$ cat src/rtl/mat_io_pkg.sv
// Shared definitions for the matrix I/O controller: state encoding, element
// geometry and the row-major packing offset used for A/B/C flat buses.
package mat_io_pkg;

  localparam int unsigned N_ELEM = 9;
  localparam int unsigned ELEM_W = 8;
  localparam int unsigned FLAT_W = N_ELEM * ELEM_W;
  localparam int unsigned OFF_W  = $clog2(FLAT_W);
  localparam int unsigned IDX_W  = 5;

  typedef enum logic [2:0] {
    S_FILL,
    S_LOAD,
    S_WAIT_LO,
    S_WAIT_HI,
    S_CAPTURE,
    S_DRAIN
  } state_t;

  // Bit offset of element i (i = 3*row + col) inside a flat 3x3 bus.
  function automatic logic [OFF_W-1:0] elem_off(input logic [3:0] i);
    return OFF_W'(i) * OFF_W'(ELEM_W);
  endfunction

endpackage

$ cat src/rtl/mat_io_wdog.sv
// Timeout watchdog: counts enabled cycles since the last clear and flags the
// cycle on which the count reaches TIMEOUT.
module mat_io_wdog #(
  parameter int unsigned TIMEOUT = 255
) (
  input  logic clk,
  input  logic Reset_n,
  input  logic clr,
  input  logic en,
  output logic expired
);

  localparam int unsigned CW = $clog2(TIMEOUT + 1);

  logic [CW-1:0] r_cnt;

  // Asserted during the TIMEOUT-th enabled cycle so the abort lands on the
  // same edge that would bring the count to TIMEOUT.
  assign expired = en && (r_cnt == CW'(TIMEOUT - 1));

  always_ff @(posedge clk or negedge Reset_n) begin
    if (!Reset_n) begin
      r_cnt <= '0;
    end else if (clr) begin
      r_cnt <= '0;
    end else if (en && !expired) begin
      r_cnt <= r_cnt + CW'(1);
    end
  end

endmodule

$ cat src/rtl/mat_io_ctrl.sv
// Streams 18 operand bytes into A/B, launches the 3x3 multiplier, waits for
// completion (with timeout) and streams the 9 result bytes back out.
module mat_io_ctrl
  import mat_io_pkg::*;
#(
  parameter int unsigned TIMEOUT = 255
) (
  input  logic              clk,
  input  logic              Reset_n,
  input  logic              in_valid,
  input  logic [ELEM_W-1:0] in_data,
  output logic              in_ready,
  output logic [FLAT_W-1:0] A_flat,
  output logic [FLAT_W-1:0] B_flat,
  output logic              mat_load,
  input  logic              mat_done,
  input  logic [FLAT_W-1:0] C_flat,
  output logic              out_valid,
  output logic [ELEM_W-1:0] out_data,
  input  logic              out_ready,
  output logic              err
);

  localparam logic [IDX_W-1:0] LAST_IN  = IDX_W'(2 * N_ELEM - 1);
  localparam logic [IDX_W-1:0] LAST_OUT = IDX_W'(N_ELEM - 1);
  localparam logic [IDX_W-1:0] IDX_B0   = IDX_W'(N_ELEM);

  state_t            r_state;
  logic [IDX_W-1:0]  r_idx;
  logic [FLAT_W-1:0] r_a;
  logic [FLAT_W-1:0] r_b;
  logic [FLAT_W-1:0] r_res;
  logic              r_in_ready;
  logic              r_mat_load;
  logic              r_out_valid;
  logic              r_err;

  logic              w_clr;
  logic              w_en;
  logic              w_expired;
  logic [3:0]        w_b_sel;

  assign w_clr   = (r_state == S_LOAD);
  assign w_en    = (r_state == S_WAIT_LO) || (r_state == S_WAIT_HI);
  assign w_b_sel = 4'(r_idx - IDX_B0);

  mat_io_wdog #(
    .TIMEOUT(TIMEOUT)
  ) u_wdog (
    .clk     (clk),
    .Reset_n (Reset_n),
    .clr     (w_clr),
    .en      (w_en),
    .expired (w_expired)
  );

  assign in_ready  = r_in_ready;
  assign mat_load  = r_mat_load;
  assign out_valid = r_out_valid;
  assign err       = r_err;
  assign A_flat    = r_a;
  assign B_flat    = r_b;
  assign out_data  = r_out_valid ? r_res[elem_off(r_idx[3:0]) +: ELEM_W] : '0;

  // Handshake flags are registered alongside the state so they read 0 while
  // reset is held and only come up on the first clock after release.
  always_ff @(posedge clk or negedge Reset_n) begin
    if (!Reset_n) begin
      r_state     <= S_FILL;
      r_idx       <= '0;
      r_a         <= '0;
      r_b         <= '0;
      r_res       <= '0;
      r_in_ready  <= 1'b0;
      r_mat_load  <= 1'b0;
      r_out_valid <= 1'b0;
      r_err       <= 1'b0;
    end else if (w_expired) begin
      r_err      <= 1'b1;
      r_state    <= S_FILL;
      r_idx      <= '0;
      r_in_ready <= 1'b1;
    end else begin
      case (r_state)
        S_FILL: begin
          r_in_ready <= 1'b1;
          if (in_valid && r_in_ready) begin
            if (r_idx < IDX_B0) begin
              r_a[elem_off(r_idx[3:0]) +: ELEM_W] <= in_data;
            end else begin
              r_b[elem_off(w_b_sel) +: ELEM_W] <= in_data;
            end
            if (r_idx == LAST_IN) begin
              r_idx      <= '0;
              r_state    <= S_LOAD;
              r_in_ready <= 1'b0;
              r_mat_load <= 1'b1;
            end else begin
              r_idx <= r_idx + IDX_W'(1);
            end
          end
        end
        S_LOAD: begin
          r_mat_load <= 1'b0;
          r_state    <= S_WAIT_LO;
        end
        S_WAIT_LO: begin
          if (!mat_done) r_state <= S_WAIT_HI;
        end
        S_WAIT_HI: begin
          if (mat_done) r_state <= S_CAPTURE;
        end
        S_CAPTURE: begin
          r_res       <= C_flat;
          r_state     <= S_DRAIN;
          r_out_valid <= 1'b1;
        end
        S_DRAIN: begin
          if (out_ready) begin
            if (r_idx == LAST_OUT) begin
              r_idx       <= '0;
              r_state     <= S_FILL;
              r_out_valid <= 1'b0;
              r_in_ready  <= 1'b1;
            end else begin
              r_idx <= r_idx + IDX_W'(1);
            end
          end
        end
        default: begin
          r_state     <= S_FILL;
          r_idx       <= '0;
          r_mat_load  <= 1'b0;
          r_out_valid <= 1'b0;
          r_in_ready  <= 1'b0;
        end
      endcase
    end
  end

endmodule

$ cat config.mk
export PLATFORM = sky130hd
export DESIGN_NAME = mat_io_ctrl
export DESIGN_NICKNAME = d
export VERILOG_FILES = /design/src/rtl/mat_io_pkg.sv /design/src/rtl/mat_io_wdog.sv /design/src/rtl/mat_io_ctrl.sv
export SDC_FILE = /design/constraint.sdc
export NUM_CORES = 1
export LEC_CHECK = 0
export CORE_MARGIN = 2
export CORE_UTILIZATION = 51
export CTS_CLUSTER_SIZE = 14
export DETAILED_ROUTE_END_ITERATION = 7
export GPL_ROUTABILITY_DRIVEN = 0
export MAX_ROUTING_LAYER = met4
export PLACE_DENSITY_LB_ADDON = 0.25
export SLEW_MARGIN = 20
export SYNTH_ARGS = -nofsm -noshare
export SYNTH_HDL_FRONTEND = slang
export SYNTH_HIERARCHICAL = 1
export SYNTH_SLANG_ARGS = --single-unit
$ cat constraint.sdc
create_clock -name clk -period 4.7 [get_ports clk]
set_input_delay 0.47 -clock clk [delete_from_list [all_inputs] [get_ports clk]]
set_output_delay 0.47 -clock clk [all_outputs]
set_load 0.005 [all_outputs]
==> flow_metrics.env, run 1 <==
export IMPL_async_flop_share_pct=100
export IMPL_postCtsSetupRepairBufs=0
export IMPL_core_area_um2=20400
export IMPL_yosys_area_top_type_share_pct=55.5
export IMPL_fin_skew_ns=0.0154
export IMPL_status="completed"
export IMPL_max_cap_violations=0
export IMPL_cts_buffers=25
export IMPL_power_share_clock_pct=25.6
export IMPL_io_buffers=240
export IMPL_slew_viol_final=0
export IMPL_antennaDiodeCount=0
export IMPL_pin_count=241
export IMPL_vdd_ir_drop_max_mv=0.304
export IMPL_grt_usage_pct=24.0
export IMPL_p_seq_share_pct=40.5
export IMPL_drt_initial_drc_count=334
export IMPL_antenna_found_initial=0
export IMPL_first_pass_iters=4
export IMPL_synth_top_area_cell="dfrtp_1"
export IMPL_dp_hpwl_um=18100
export IMPL_arrival_ns=3.05
export IMPL_initial_core_util_pct=52.2
export IMPL_die_area_um2=22000
export IMPL_cellPowerDensity_nw_per_um2=530
export IMPL_worstHoldPathType="input pin to asynchronous set/reset pin"
export IMPL_hold_violations=0
export IMPL_cts_tree="yes"
export IMPL_grt_pass1_vias=7517
export IMPL_max_freq_mhz=284
export IMPL_seq_area_frac_synth_pct=55.5
export IMPL_cts_root_buffer="clkbuf_16"
export IMPL_yosysMostFrequentCell="dfrtp_1"
export IMPL_crit_type="flop to primary output"
export IMPL_clk_transition_reported_paths_ns=0.06
export IMPL_num_rows=52
export IMPL_worstReg2RegEnd="B_flat[71]$_DFFE_PN0P_"
export IMPL_reg2reg_depth=9
export IMPL_wl_per_cell_um=19.7
export IMPL_insertion_delay_ns=0.52
export IMPL_vias=7098
export IMPL_synth_area_per_cell_um2=13.8
export IMPL_cp_max_fo=28
export IMPL_slew_headroom_pct=33.1
export IMPL_worstMarginPinSlew_ns=0.994
export IMPL_drc=0
export IMPL_h_tree_depth=1
export IMPL_power_mw=7.48
export IMPL_die_x_um=148
export IMPL_netlist_area_um2=10600
export IMPL_area_delta_synth_final_pct=32.6
export IMPL_finalCriticalPeriod_ns=3.52
export IMPL_finalSetupViolCount=0
export IMPL_rsz0062_at_grt="false"
export IMPL_switching_power_mw=2.27
export IMPL_wirelength_um=25700
export IMPL_post_route_period_util_pct=74.9
export IMPL_reg2reg_from="u_wdog/r_cnt[0]$_DFFE_PN0P_"
export IMPL_ys_top_cells_by_area="dfrtp_1 56%, mux2_2 21%, mux4_2 3.4%, and2_1 1.7%, mux2i_1 1.5%"
export IMPL_p_int_mw=5.21
export IMPL_grt_pass1_wl_um=40400
export IMPL_tns_ns=0
export IMPL_grt_start_max_net_pins=116
export IMPL_comb_power_share_pct=33.9
export IMPL_cts_sinks=236
export IMPL_synth_main_ff_cell="dfrtp_1"
export IMPL_setup_worst_path_end_class="primary output"
export IMPL_rrSetupSlack_ns=1.28
export IMPL_required_ns=4.23
export IMPL_worst_setup_path_start_kind="flop"
export IMPL_p_leak_nw=6.31
export IMPL_yosys_warnings=6
export IMPL_final_layout_size_suffix_gt1_share_pct=29.0
export IMPL_fp_dieH_um=148
export IMPL_postSynthCellCount=771
export IMPL_hold_ws_ns=0.0141
export IMPL_ys_types=63
export IMPL_synth_ff_latch_count=236
export IMPL_synthesis_nets=865
export IMPL_synth_common_cells="236 x dfrtp_1, 198 x mux2_2, 36 x nand2_1"
export IMPL_ctsResizeCount=0
export IMPL_switching_share_pct=30.3
export IMPL_cts_max_path_buffers=3
export IMPL_grt_overflow=0
export IMPL_viasPerCell=5.46
export IMPL_synth_edff_count=0
export IMPL_cts_hold_buf=0
export IMPL_layout_nets=1105
export IMPL_antenna_left=0
==> per-stage QoR <==
step | setup WS [ns] | cells | util [%] | instance area, µm²
3_5_place_dp | 1.29 | 1254 | 65.3 | 13300
5_1_grt | 0.969 | 1300 | 69.2 | 14100
3_3_place_gp | 1.36 | 1254 | 65.3 | 13300
4_1_cts | 0.875 | 1300 | 69.2 | 14100
6_report | 1.18 | 1300 | 69.2 | 14100
2_1_floorplan | 1.47 | 771 | - | 10600
==> critical path, cell delays in order (launching register included) <==
cell and delay, ns:
dfrtp_2 0.58, buf_4 0.42, mux4_2 0.60, mux2i_1 0.15
o21ai_0 0.09, and2_1 0.19, clkdlybuf4s50_1 0.49
==> placed cells by master (no fill, tap or decap), drive strengths merged, types with 3 or more instances in the layout <==
cell type / Yosys / layout
clkdlybuf4s50: 0 / 239
dfrtp: 236 / 236
mux2: 209 / 209
nand2: 36 / 36
nor2: 35 / 35
clkbuf: 23 / 35
and2: 29 / 29
o21ai: 17 / 17
mux4: 16 / 16
mux2i: 16 / 16
inv: 14 / 15
nor2b: 13 / 13
and3: 12 / 12
a21oi: 10 / 10
buf: 13 / 10
ha: 9 / 9
nor3: 7 / 7
a31oi: 6 / 6
clkinv: 0 / 6
a22o: 5 / 5
nor4: 5 / 5
nand3: 5 / 5
or2: 5 / 5
a21o: 4 / 4
nand3b: 4 / 4
nor3b: 3 / 3
or3: 3 / 3
nand2b: 3 / 3
nor4bb: 3 / 3
and4: 3 / 3
==> logic make-up after synthesis <==
group,count (synthesis),share of synthesized area [%]
buffers and inverters,50,2.14
xor gates and xnor gates,3,0.247
adders and majority gates,9,1.06
and+or+nand+nor,175,10.1
muxes,241,27.3
AOI/OAI and AO/OA,57,3.67
DFF,236,55.5
==> registers in the layout, indices dropped and copies added (netlist names) <==
signal	cells
err	1
r_idx	5
u_wdog/r_cnt	8
r_res	72
mat_load	1
in_ready	1
A_flat	72
out_valid	1
B_flat	72
r_state	3
==> how the worst max path moves through the flow <==
stage / endpoint / cells after the start / slack (ns) / startpoint
after floorplan: B_flat[64]$_DFFE_PN0P_ / 11 / 1.47 / r_idx[1]$_DFFE_PN0P_
after global placement: B_flat[70]$_DFFE_PN0P_ / 9 / 1.36 / u_wdog/r_cnt[0]$_DFFE_PN0P_
after detailed placement: B_flat[70]$_DFFE_PN0P_ / 9 / 1.29 / u_wdog/r_cnt[0]$_DFFE_PN0P_
after CTS: out_data[0] / 6 / 0.88 / r_idx[0]$_DFFE_PN0P_
after global routing: out_data[3] / 6 / 0.97 / r_idx[0]$_DFFE_PN0P_
final: out_data[6] / 6 / 1.18 / r_idx[0]$_DFFE_PN0P_
==> per-layer routing <==
metal | GRT usage, % | vias up | wire [µm]
met4 | 6.81 | 0 | 693
met1 | 30.6 | 3564 | 10700
li1 | - | 3230 | -
met3 | 5.09 | 47 | 1630
met2 | 39.3 | 257 | 12600
met5 | - | - | 0
==> cell type report <==
class | instances | area (µm²)
Fill cell | 1475 | 6260
Sequential cell | 236 | 5910
Multi-Input combinational cell | 485 | 4530
Timing Repair Buffer | 249 | 2490
Clock buffer | 35 | 673
Tap cell | 270 | 338
Clock inverter | 11 | 118
Inverter | 14 | 52.6
==> power by group through the flow <==
stage	clock network [mW]	registers, mW	logic [mW]
2_1_floorplan	0	2.92	1.53
5_1_grt	2.05	3.11	2.75
6_report	1.91	3.03	2.53
3_5_place_dp	0	3.06	2.55
3_3_place_gp	0	3.04	2.48
4_1_cts	1.96	3.03	2.56
Power figures use the tool's default switching activity.
==> inputs of run 2 (changes only) <==
==> constraint.sdc (replaced) <==
create_clock -name clk -period 3.65 [get_ports clk]
set_input_delay 0.365 -clock clk [delete_from_list [all_inputs] [get_ports clk]]
set_output_delay 0.365 -clock clk [all_outputs]
set_load 0.005 [all_outputs]
==> run 2 against run 1 <==
Register-to-register slack worse by 1.1 ns. Total power up 33%. Via count down 0.48%. Combinational power up 34%. Worst hold slack better by 0.44 ns. Non-clock buffer count up 16. Sequential power up 26%. Clock skew down 0.0073 ns. Cell area up 1.6%. Global-route usage down 0.15 points. Clock power up 42%. Wire length down 2.2%. Highest routed layer unchanged.
==> flow_metrics.env, run 2 (synthesized netlist as in run 1, its figures left out) <==
export IMPL_comb_power_share_pct=34.1
export IMPL_first_pass_iters=4
export IMPL_dp_hpwl_um=18000
export IMPL_required_ns=4.05
export IMPL_drc=0
export IMPL_cts_tree="yes"
export IMPL_post_route_period_util_pct=93.8
export IMPL_cts_max_path_buffers=3
export IMPL_vias=7064
export IMPL_crit_start="u_wdog/r_cnt[0]$_DFFE_PN0P_"
export IMPL_rsz0062_at_grt="false"
export IMPL_max_cap_violations=0
export IMPL_layout_nets=1121
export IMPL_final_layout_size_suffix_gt1_share_pct=30.4
export IMPL_fp_dieH_um=148
export IMPL_drt_initial_drc_count=268
export IMPL_rrSetupSlack_ns=0.23
export IMPL_ctsResizeCount=0
export IMPL_reg2reg_from="u_wdog/r_cnt[0]$_DFFE_PN0P_"
export IMPL_area_delta_synth_final_pct=34.7
export IMPL_h_tree_depth=1
export IMPL_wirelength_um=25100
export IMPL_insertion_delay_ns=0.52
export IMPL_hold_violations=0
export IMPL_max_freq_mhz=292
export IMPL_cts_sinks=236
export IMPL_worstMarginPinSlew_ns=1.03
export IMPL_switching_share_pct=29.0
export IMPL_cts_buffers=25
export IMPL_viasPerCell=5.38
export IMPL_final_cell_mix="239 x clkdlybuf4s50_1, 235 x dfrtp_1, 198 x mux2_2"
export IMPL_grt_start_max_net_pins=119
export IMPL_worst_setup_path_start_kind="flop"
export IMPL_setup_worst_path_end_class="flop"
export IMPL_pin_count=241
export IMPL_switching_power_mw=2.88
export IMPL_cellPowerDensity_nw_per_um2=692
export IMPL_antenna_found_initial=0
export IMPL_core_area_um2=20400
export IMPL_p_int_mw=7.04
export IMPL_crit_path_end="B_flat[70]$_DFFE_PN0P_"
export IMPL_power_share_clock_pct=27.4
export IMPL_final_common_cell="clkdlybuf4s50_1"
export IMPL_num_rows=52
export IMPL_io_buffers=240
export IMPL_die_x_um=148
export IMPL_antenna_left=0
export IMPL_grt_pass1_vias=7512
export IMPL_fin_skew_ns=0.00813
export IMPL_power_mw=9.91
export IMPL_finalSetupViolCount=0
export IMPL_finalCriticalPeriod_ns=3.42
export IMPL_grt_pass1_wl_um=40500
export IMPL_multi_input_area_um2=4520
export IMPL_clk_transition_reported_paths_ns=0.06
export IMPL_fill_cells=1414
export IMPL_p_seq_share_pct=38.5
export IMPL_grt_usage_pct=23.9
export IMPL_wl_per_cell_um=19.1
export IMPL_tns_ns=0
export IMPL_antennaDiodeCount=0
export IMPL_arrival_ns=3.83
export IMPL_crit_type="flop to flop"
export IMPL_status="completed"
export IMPL_cts_root_buffer="clkbuf_16"
export IMPL_worstReg2RegEnd="B_flat[70]$_DFFE_PN0P_"
export IMPL_grt_overflow=0
export IMPL_reg2reg_depth=9
export IMPL_vdd_ir_drop_max_mv=0.470
export IMPL_regArea_um2=5910
export IMPL_die_area_um2=22000
export IMPL_initial_core_util_pct=52.2
export IMPL_slew_viol_final=0
export IMPL_cp_max_fo=10
export IMPL_worstHoldPathType="input pin to flop"
export IMPL_slew_headroom_pct=30.7
export IMPL_p_leak_nw=6.45
## run 2: cell count changes in the layout (fill, tap and decap cells not counted), moves of 2 or more
| cell | change |
|---|---|
| bufinv_16 | +2 |
| buf_4 | +14 |
| clkbuf_1 | -6 |
| clkbuf_8 | +8 |
| clkinvlp_4 | -2 |
| clkinv_2 | -4 |
## run 2: layer usage
layer	routed length [µm]	track usage, %	vias up	share of wire [%]
li1	-	-	3266	-
met1	10600	30.9	3528	42
met2	12300	39.0	229	49
met3	1630	4.97	41	6.5
met4	573	5.90	0	2.3
met5	0	-	-	0
## run 2: worst min path at each step
stage	to	cells past startpoint	startpoint	slack, ns
after floorplan	A_flat[0]$_DFFE_PN0P_	0	Reset_n	0.07
after global placement	A_flat[11]$_DFFE_PN0P_	2	A_flat[11]$_DFFE_PN0P_	0.47
after detailed placement	A_flat[11]$_DFFE_PN0P_	2	A_flat[11]$_DFFE_PN0P_	0.48
after CTS	r_res[65]$_DFFE_PN0P_	2	C_flat[65]	0.44
after global routing	r_res[51]$_DFFE_PN0P_	2	C_flat[51]	0.44
final	r_res[1]$_DFFE_PN0P_	2	C_flat[1]	0.46
## run 2: layout make-up
| class | instances | area share, % |
|---|---|---|
| clock buffer | 37 | 5.31 |
| clock inverter | 6 | 0.934 |
| inverter | 14 | 0.367 |
| multi-input combinational | 485 | 31.5 |
| sequential | 236 | 41.2 |
| tap | 270 | 2.36 |
| timing repair buffer | 265 | 18.3 |
## run 2: stage by stage
| step | utilization, % | cell area, µm² | hold WS (ns) | setup WS, ns | cells |
|---|---|---|---|---|---|
| after floorplan | - | 10600 | 0.0694 | 0.417 | 771 |
| after global placement | 65.9 | 13400 | 0.471 | 0.294 | 1269 |
| final | 70.4 | 14300 | 0.457 | 0.228 | 1313 |
| after CTS | 70.4 | 14300 | 0.445 | 0.221 | 1313 |
| after global routing | 70.4 | 14300 | 0.441 | 0.0618 | 1313 |
| after detailed placement | 65.9 | 13400 | 0.480 | 0.218 | 1269 |
## run 2: timing repair
action	in CTS	in global routing
setup buffers	0	0
hold endpoints to repair	113	0
hold buffers	1	0
## run 2: power groups by stage
stage	Clock, mW	Sequential (mW)	Combinational, mW
floorplan	0	3.77	1.97
global placement	0	3.83	3.33
detailed placement	0	3.86	3.41
CTS	2.76	3.82	3.43
global route	2.88	3.92	3.70
finish	2.71	3.82	3.38
## run 2: critical path, cell delays in order, from the launching register on
cell and delay, ns:
dfrtp_1 0.38, inv_1 0.07, ha_1 0.20, and3_2 0.24
and3_2 0.29, or2_4 0.28, nor4_4 0.44, and4bb_1 0.30
or4b_1 0.71, mux2_4 0.39
